--- src/rtl/riscv_m_pkg.sv ---
// rtl/riscv_m_pkg.sv - shared constants and state encoding for the RV32M divide front end
package riscv_m_pkg;

    localparam int XLEN  = 32;
    localparam int CNT_W = 6;

    localparam logic [2:0] F3_DIV  = 3'b100;
    localparam logic [2:0] F3_DIVU = 3'b101;
    localparam logic [2:0] F3_REM  = 3'b110;
    localparam logic [2:0] F3_REMU = 3'b111;

    localparam logic [XLEN-1:0] MIN_INT = {1'b1, {(XLEN-1){1'b0}}};

    typedef enum logic [2:0] {
        IDLE = 3'd0,
        SPEC = 3'd1,
        RUN  = 3'd2,
        FIX  = 3'd3,
        DONE = 3'd4
    } div_state_e;

endpackage

--- src/rtl/divu_iter.sv ---
// rtl/divu_iter.sv - restoring radix-2 unsigned divider, one quotient bit per cycle
module divu_iter
    import riscv_m_pkg::*;
(
    input  logic            clk,
    input  logic            rst,
    input  logic            start,
    input  logic [XLEN-1:0] a,
    input  logic [XLEN-1:0] b,
    output logic            done,
    output logic [XLEN-1:0] q,
    output logic [XLEN-1:0] r
);

    logic [XLEN-1:0]  rem_q, rem_d;
    logic [XLEN-1:0]  quo_q, quo_d;
    logic [XLEN-1:0]  dvs_q, dvs_d;
    logic [CNT_W-1:0] cnt_q, cnt_d;
    logic             run_q, run_d;
    logic             done_q, done_d;

    // Shifted partial remainder needs one extra bit before the trial subtract.
    logic [XLEN:0]    shifted;
    logic             fits;

    // Next-state: load on start, otherwise shift in one quotient bit per cycle.
    always_comb begin
        rem_d   = rem_q;
        quo_d   = quo_q;
        dvs_d   = dvs_q;
        cnt_d   = cnt_q;
        run_d   = run_q;
        done_d  = 1'b0;
        shifted = {rem_q, quo_q[XLEN-1]};
        fits    = (shifted >= {1'b0, dvs_q});
        if (start) begin
            rem_d = '0;
            quo_d = a;
            dvs_d = b;
            cnt_d = CNT_W'(XLEN);
            run_d = 1'b1;
        end else if (run_q) begin
            if (cnt_q != '0) begin
                // The kept remainder is always below the divisor, so XLEN bits hold it.
                rem_d = fits ? (shifted[XLEN-1:0] - dvs_q) : shifted[XLEN-1:0];
                quo_d = {quo_q[XLEN-2:0], fits};
                cnt_d = cnt_q - CNT_W'(1);
            end else begin
                run_d  = 1'b0;
                done_d = 1'b1;
            end
        end
    end

    // State register with synchronous reset.
    always_ff @(posedge clk) begin
        if (rst) begin
            rem_q  <= '0;
            quo_q  <= '0;
            dvs_q  <= '0;
            cnt_q  <= '0;
            run_q  <= 1'b0;
            done_q <= 1'b0;
        end else begin
            rem_q  <= rem_d;
            quo_q  <= quo_d;
            dvs_q  <= dvs_d;
            cnt_q  <= cnt_d;
            run_q  <= run_d;
            done_q <= done_d;
        end
    end

    assign done = done_q;
    assign q    = quo_q;
    assign r    = rem_q;

endmodule

--- src/rtl/div_issue_ctrl.sv ---
// rtl/div_issue_ctrl.sv - RV32M DIV/DIVU/REM/REMU issue control, sign handling and special cases
module div_issue_ctrl
    import riscv_m_pkg::*;
(
    input  logic            clk,
    input  logic            rst,
    input  logic            start,
    input  logic [2:0]      funct3,
    input  logic [XLEN-1:0] rs1,
    input  logic [XLEN-1:0] rs2,
    input  logic            flush,
    output logic            busy,
    output logic            done,
    output logic [XLEN-1:0] result
);

    div_state_e      state_q, state_d;
    logic            op_rem_q, op_rem_d;
    logic            neg_quo_q, neg_quo_d;
    logic            neg_rem_q, neg_rem_d;
    logic            spec_q, spec_d;
    logic            div0_q, div0_d;
    logic [XLEN-1:0] rs1_q, rs1_d;
    logic [XLEN-1:0] spec_res_q, spec_res_d;
    logic [XLEN-1:0] result_q, result_d;

    logic            signed_op;
    logic            rem_op;
    logic            div0;
    logic            ovf;
    logic            accept;
    logic [XLEN-1:0] abs1;
    logic [XLEN-1:0] abs2;
    logic [XLEN-1:0] quo_fix;
    logic [XLEN-1:0] rem_fix;

    logic            divu_start;
    logic            divu_done;
    logic [XLEN-1:0] divu_q;
    logic [XLEN-1:0] divu_r;

    // Operand decode, absolute values and special-case detection on the raw request.
    always_comb begin
        signed_op = (funct3 == F3_DIV) || (funct3 == F3_REM);
        rem_op    = (funct3 == F3_REM) || (funct3 == F3_REMU);
        abs1      = (signed_op && rs1[XLEN-1]) ? -rs1 : rs1;
        abs2      = (signed_op && rs2[XLEN-1]) ? -rs2 : rs2;
        div0      = (rs2 == '0);
        ovf       = signed_op && (rs1 == MIN_INT) && (rs2 == '1);
        accept    = (state_q == IDLE) && start && funct3[2] && !flush;
        quo_fix   = neg_quo_q ? -divu_q : divu_q;
        rem_fix   = neg_rem_q ? -divu_r : divu_r;
    end

    // Control FSM next-state and outputs; flush overrides everything outside IDLE.
    always_comb begin
        state_d    = state_q;
        op_rem_d   = op_rem_q;
        neg_quo_d  = neg_quo_q;
        neg_rem_d  = neg_rem_q;
        spec_d     = spec_q;
        div0_d     = div0_q;
        rs1_d      = rs1_q;
        spec_res_d = spec_res_q;
        result_d   = result_q;
        divu_start = 1'b0;
        done       = 1'b0;
        busy       = (state_q == SPEC) || (state_q == RUN) || (state_q == FIX);
        case (state_q)
            IDLE: begin
                if (accept) begin
                    op_rem_d  = rem_op;
                    neg_quo_d = signed_op && (rs1[XLEN-1] ^ rs2[XLEN-1]);
                    neg_rem_d = signed_op && rs1[XLEN-1];
                    spec_d    = div0 || ovf;
                    div0_d    = div0;
                    rs1_d     = rs1;
                    if (div0 || ovf) begin
                        state_d = SPEC;
                    end else begin
                        state_d    = RUN;
                        divu_start = 1'b1;
                    end
                end
            end
            SPEC: begin
                if (div0_q) begin
                    spec_res_d = op_rem_q ? rs1_q : '1;
                end else begin
                    spec_res_d = op_rem_q ? '0 : MIN_INT;
                end
                state_d = FIX;
            end
            RUN: begin
                if (divu_done) begin
                    state_d = FIX;
                end
            end
            FIX: begin
                result_d = spec_q ? spec_res_q : (op_rem_q ? rem_fix : quo_fix);
                state_d  = DONE;
            end
            DONE: begin
                done    = 1'b1;
                state_d = IDLE;
            end
            default: begin
                state_d = IDLE;
            end
        endcase
        // A fresh divider start aborts any iteration still in progress.
        if (flush && (state_q != IDLE)) begin
            state_d    = IDLE;
            result_d   = result_q;
            done       = 1'b0;
            divu_start = 1'b1;
        end
    end

    // Control and datapath registers with synchronous reset.
    always_ff @(posedge clk) begin
        if (rst) begin
            state_q    <= IDLE;
            op_rem_q   <= 1'b0;
            neg_quo_q  <= 1'b0;
            neg_rem_q  <= 1'b0;
            spec_q     <= 1'b0;
            div0_q     <= 1'b0;
            rs1_q      <= '0;
            spec_res_q <= '0;
            result_q   <= '0;
        end else begin
            state_q    <= state_d;
            op_rem_q   <= op_rem_d;
            neg_quo_q  <= neg_quo_d;
            neg_rem_q  <= neg_rem_d;
            spec_q     <= spec_d;
            div0_q     <= div0_d;
            rs1_q      <= rs1_d;
            spec_res_q <= spec_res_d;
            result_q   <= result_d;
        end
    end

    assign result = result_q;

    divu_iter u_divu_iter (
        .clk   (clk),
        .rst   (rst),
        .start (divu_start),
        .a     (abs1),
        .b     (abs2),
        .done  (divu_done),
        .q     (divu_q),
        .r     (divu_r)
    );

endmodule

--- config.mk ---
export PLATFORM = sky130hd
export DESIGN_NAME = div_issue_ctrl
export DESIGN_NICKNAME = d
export VERILOG_FILES = /design/src/rtl/riscv_m_pkg.sv /design/src/rtl/divu_iter.sv /design/src/rtl/div_issue_ctrl.sv
export SDC_FILE = /design/constraint.sdc
export NUM_CORES = 1
export LEC_CHECK = 0
export BUFFER_PORTS_ARGS = -buffer_cell sky130_fd_sc_hd__buf_4
export CORE_ASPECT_RATIO = 1.2
export CORE_MARGIN = 5
export CORE_UTILIZATION = 30
export DETAILED_ROUTE_END_ITERATION = 16
export GPL_ROUTABILITY_DRIVEN = 0
export PLACE_DENSITY = 0.43
export REMOVE_ABC_BUFFERS = 1
export SLEW_MARGIN = 25
export SYNTH_ARGS = -nofsm -noshare
export SYNTH_HDL_FRONTEND = slang
export SYNTH_SLANG_ARGS = --single-unit
--- constraint.sdc ---
create_clock -name clk -period 4.4 [get_ports clk]
set_clock_uncertainty 0.2 [all_clocks]
set_input_delay 0.44 -clock clk [delete_from_list [all_inputs] [get_ports clk]]
set_output_delay 0.44 -clock clk [all_outputs]
set_load 0.005 [all_outputs]
==> results by group <==
Clock network
  • Clock Latency Late Sink: 0.54 ns
  • CTS Buffer Depth: 3
  • H-tree depth: 1
  • Number of buffers created by CTS: 25
  • Root Driver: clkbuf_16
  • Clock Sinks: approximately 210
  • Post-cts repair resize count: 0
  • CTS tree: built
  • CTS clk-pin slew, worst paths: 0.06 ns

Detailed routing
  • Drt total wl: 48500 µm
  • Post-route ant nets: 0
  • DR pass1 iterations: 5
  • Starting DRC count in detailed routing: around 730
  • DRC violations left: 0
  • Drt via density: 5.32
  • Wire per inst: 19.8 µm
  • Vias: 13.0k

STA
  • Fmax: approximately 0.27 GHz
  • Unrepaired setup endpoints after global routing: no
  • TNS Setup: 0 ns
  • Final min period: 3.76 ns
  • Slew HR: between 30% and 40%
  • Final hold vios: 0
  • Final hold slack: 0.0447 ns
  • Worst-margin pin slew: about 0.95 ns
  • Fin crit share: between 80% and 90%
  • Max-slew violations: 0
  • Final number of setup-violating endpoints: 0

Power
  • Pwr per Cell Area: 327 nW/µm²
  • Sequential share of power: 39.0%
  • Clock share of power: 39.2%
  • Peak VDD IR: 0.187 mV
  • P_leak: 5.90 nW
  • Switch Pwr: 1.60 mW
  • Comb power frac: 21.7%
  • Sw Share: 31.0%
  • P_int: 3.57 mW

Yosys
  • Post-Syn Area: 13400 µm²
  • EDFF count, synth: 0
  • Synthesized area per cell: 7.46 µm²
  • Post-synth top area share: around 31%
  • Asr flop ratio synth: 0%
  • Synth warn: 0
  • Netlist cell types: 68
  • Most common flop cell mapped by yosys: dfxtp_1
  • Seq cells post-synth: 208
  • Synth Instances: 1798
  • Area contributors post-synth: dfxtp_1 31%, a21oi_1 6.8%, nand2_1 6.7%
  • Yosys top cell by area: dfxtp_1
  • Sequential fraction of the synthesis area: slightly above 30%

Critical path
  • Crit. End Element: flip-flop
  • Reg-to-Reg End: u_divu_iter.r[28]
  • Reg-to-reg setup timing slack: between 0.9 and 1 ns
  • Startpoint Class: primary input
  • Crit path kind: primary input to flip-flop
  • Worst flop-to-flop path startpoint: u_divu_iter.q[31]
  • Worst Path Required: 4.64 ns
  • Reg2Reg Depth: 12
  • WP data arrival: 4.00 ns
  • Crit-path max FO: 103

Global routing
  • Number of global-route vias before repair: around 13k
  • Gr busiest metal: met2
  • GR Layer Usage met3: 2.32%
  • Met1 usage: 23.9%
  • Largest net degree at the start of global routing: ~100
  • Initial antenna violation count: 2
  • Global-route wire length before repair: 75400 µm
  • Overall Global Routing Usage: 19.1%
  • Met2 global-route usage: 33.6%
  • Gr ovfl total: 0

Floorplan
  • Die W: 203 µm
  • Io pins: 105
  • Row cnt: 85
  • Die Area: 49100 µm²
  • Die Height: 242 µm
  • Starting density of the core: 30.1%
  • Core Box Area: 44600 µm²

Min path
  • Hold path depth: 4
  • Hold Crit Start: rs2[22]
  • Hold Path End: u_divu_iter.dvs_q[22]
  • Hold Path Class: primary input to flip-flop

Final layout
  • Layout Nets: just under 2k
  • Area Growth Syn to Fin: 17.8%
  • Fin cells: around 2.4k
  • FILL cells: 4698
  • Layout cells sized above 1: between 10% and 20%

Run
  • Max-cap violations: 0

Placed design
  • Port Buffers: 104
  • DP Cell Count: 2367
  • Hpwl dp: 34700 µm

Outcome
  • Status: finished clean
==> cell usage after synthesis, types with 9 or more instances <==
cell type / number
nand4_1: 23
and2_1: 10
a21o_1: 19
a311oi_1: 30
ha_1: 39
nor4_1: 17
xor2_1: 74
inv_1: 57
a21oi_1: 181
or3_1: 11
a211oi_1: 77
nand3_1: 57
or4_1: 20
buf_2: 13
nand2_1: 241
and3_1: 19
nor3_1: 39
o21ai_0: 93
nand2b_1: 42
mux2i_1: 28
buf_1: 9
dfxtp_1: 208
nor2b_1: 10
a31oi_1: 11
clkbuf_1: 107
nor2_1: 164
xnor2_1: 71
o41ai_1: 15
o31ai_1: 25
==> what timing repair did <==
action	CTS	global route
buffers inserted	0	0
hold endpoints to repair	36	0
hold buffers	36	0
==> worst max-delay path by stage <==
stage | slack (ns) | from | depth (start not counted) | end
after floorplan | -0.1 | rs1[12] | 7 | u_divu_iter.q[13]
after global placement | 0.74 | rs1[8] | 9 | u_divu_iter.q[9]
after detailed placement | 0.64 | rs1[8] | 9 | u_divu_iter.q[2]
after CTS | 0.65 | rs1[8] | 10 | u_divu_iter.q[11]
after global routing | 0.43 | rs1[8] | 10 | u_divu_iter.q[11]
final | 0.64 | rs1[8] | 10 | u_divu_iter.q[18]
==> metrics by stage <==
| step | area (µm²) | utilization, % | setup slack [ns] | total power, mW |
|---|---|---|---|---|
| 6_report | 15800 | 35.5 | 0.639 | 5.17 |
| 5_1_grt | 15800 | 35.5 | 0.426 | 5.43 |
| 4_1_cts | 15800 | 35.5 | 0.651 | 5.26 |
| 3_5_place_dp | 14700 | 32.9 | 0.639 | 3.16 |
| 3_3_place_gp | 14700 | 32.9 | 0.739 | 3.16 |
| 2_1_floorplan | 12900 | - | -0.0978 | 2.75 |
==> logic make-up after synthesis <==
family / after synthesis / share of synthesized area [%]
xor+xnor: 145 / 9.46
simple gates: 680 / 23.9
buf+inv: 190 / 5.55
compound gates: 504 / 23.9
fa+ha+maj: 40 / 3.79
mux: 31 / 2.34
flops: 208 / 31.0
==> layout make-up <==
class                   count  area, µm²  share of cell area, %
diodes                      1       2.50                 0.0158
clock buffers              39        748                   4.73
clock inverters             6       36.3                  0.229
inverters                  57        214                   1.35
multi-input cells        1400       8520                   53.9
flip-flops and latches    208       4170                   26.4
well taps                 565        707                   4.47
repair buffers            173       1420                   8.97
==> registers in the layout, summed over array words and instances, names as in the netlist <==
name,flops
result,32
rs1_q,32
spec_res_q,32
u_divu_iter.dvs_q,32
u_divu_iter.q,32
u_divu_iter.r,32
u_divu_iter.cnt_q,6
state_q,3
div0_q,1
neg_quo_q,1
neg_rem_q,1
op_rem_q,1
spec_q,1
u_divu_iter.done,1
u_divu_iter.run_q,1
==> cell usage in the layout, fill, tap and decap left out, types with 30 or more instances in the layout <==
cell type      instances
nand2_1              241
xor2_1                74
a21oi_1              181
a311oi_1              30
nand3_1               57
nand2b_1              42
xnor2_1               71
ha_1                  39
inv_1                 57
o21ai_0               93
nor2_1               164
buf_4                134
nor3_1                39
dfxtp_1              205
dlygate4sd3_1         36
a211oi_1              77
==> power by group through the flow <==
stage	logic (mW)	clock network, mW	registers (mW)
2_1_floorplan	0.711	0	2.04
3_3_place_gp	1.10	0	2.06
3_5_place_dp	1.10	0	2.06
4_1_cts	1.13	2.11	2.02
5_1_grt	1.24	2.17	2.02
6_report	1.12	2.03	2.02
==> critical path, cell delays in order <==
cell	delay, ns
dlygate4sd3_1	0.54
buf_4	0.16
nor4_1	0.57
nand4_1	0.50
or3_1	0.56
o211ai_2	0.23
and2_4	0.19
buf_12	0.34
nor2_1	0.11
a311oi_1	0.26
==> layer usage <==
layer  vias up  share of wire, %  wire, µm
met1      6164                44     21200
met2       252                49     23800
met3        79               3.6      1750
met4         2               3.7      1780
met5         -             0.027        13
li1       6539                 -         -
Note: power is estimated with default switching activity, not from simulation.
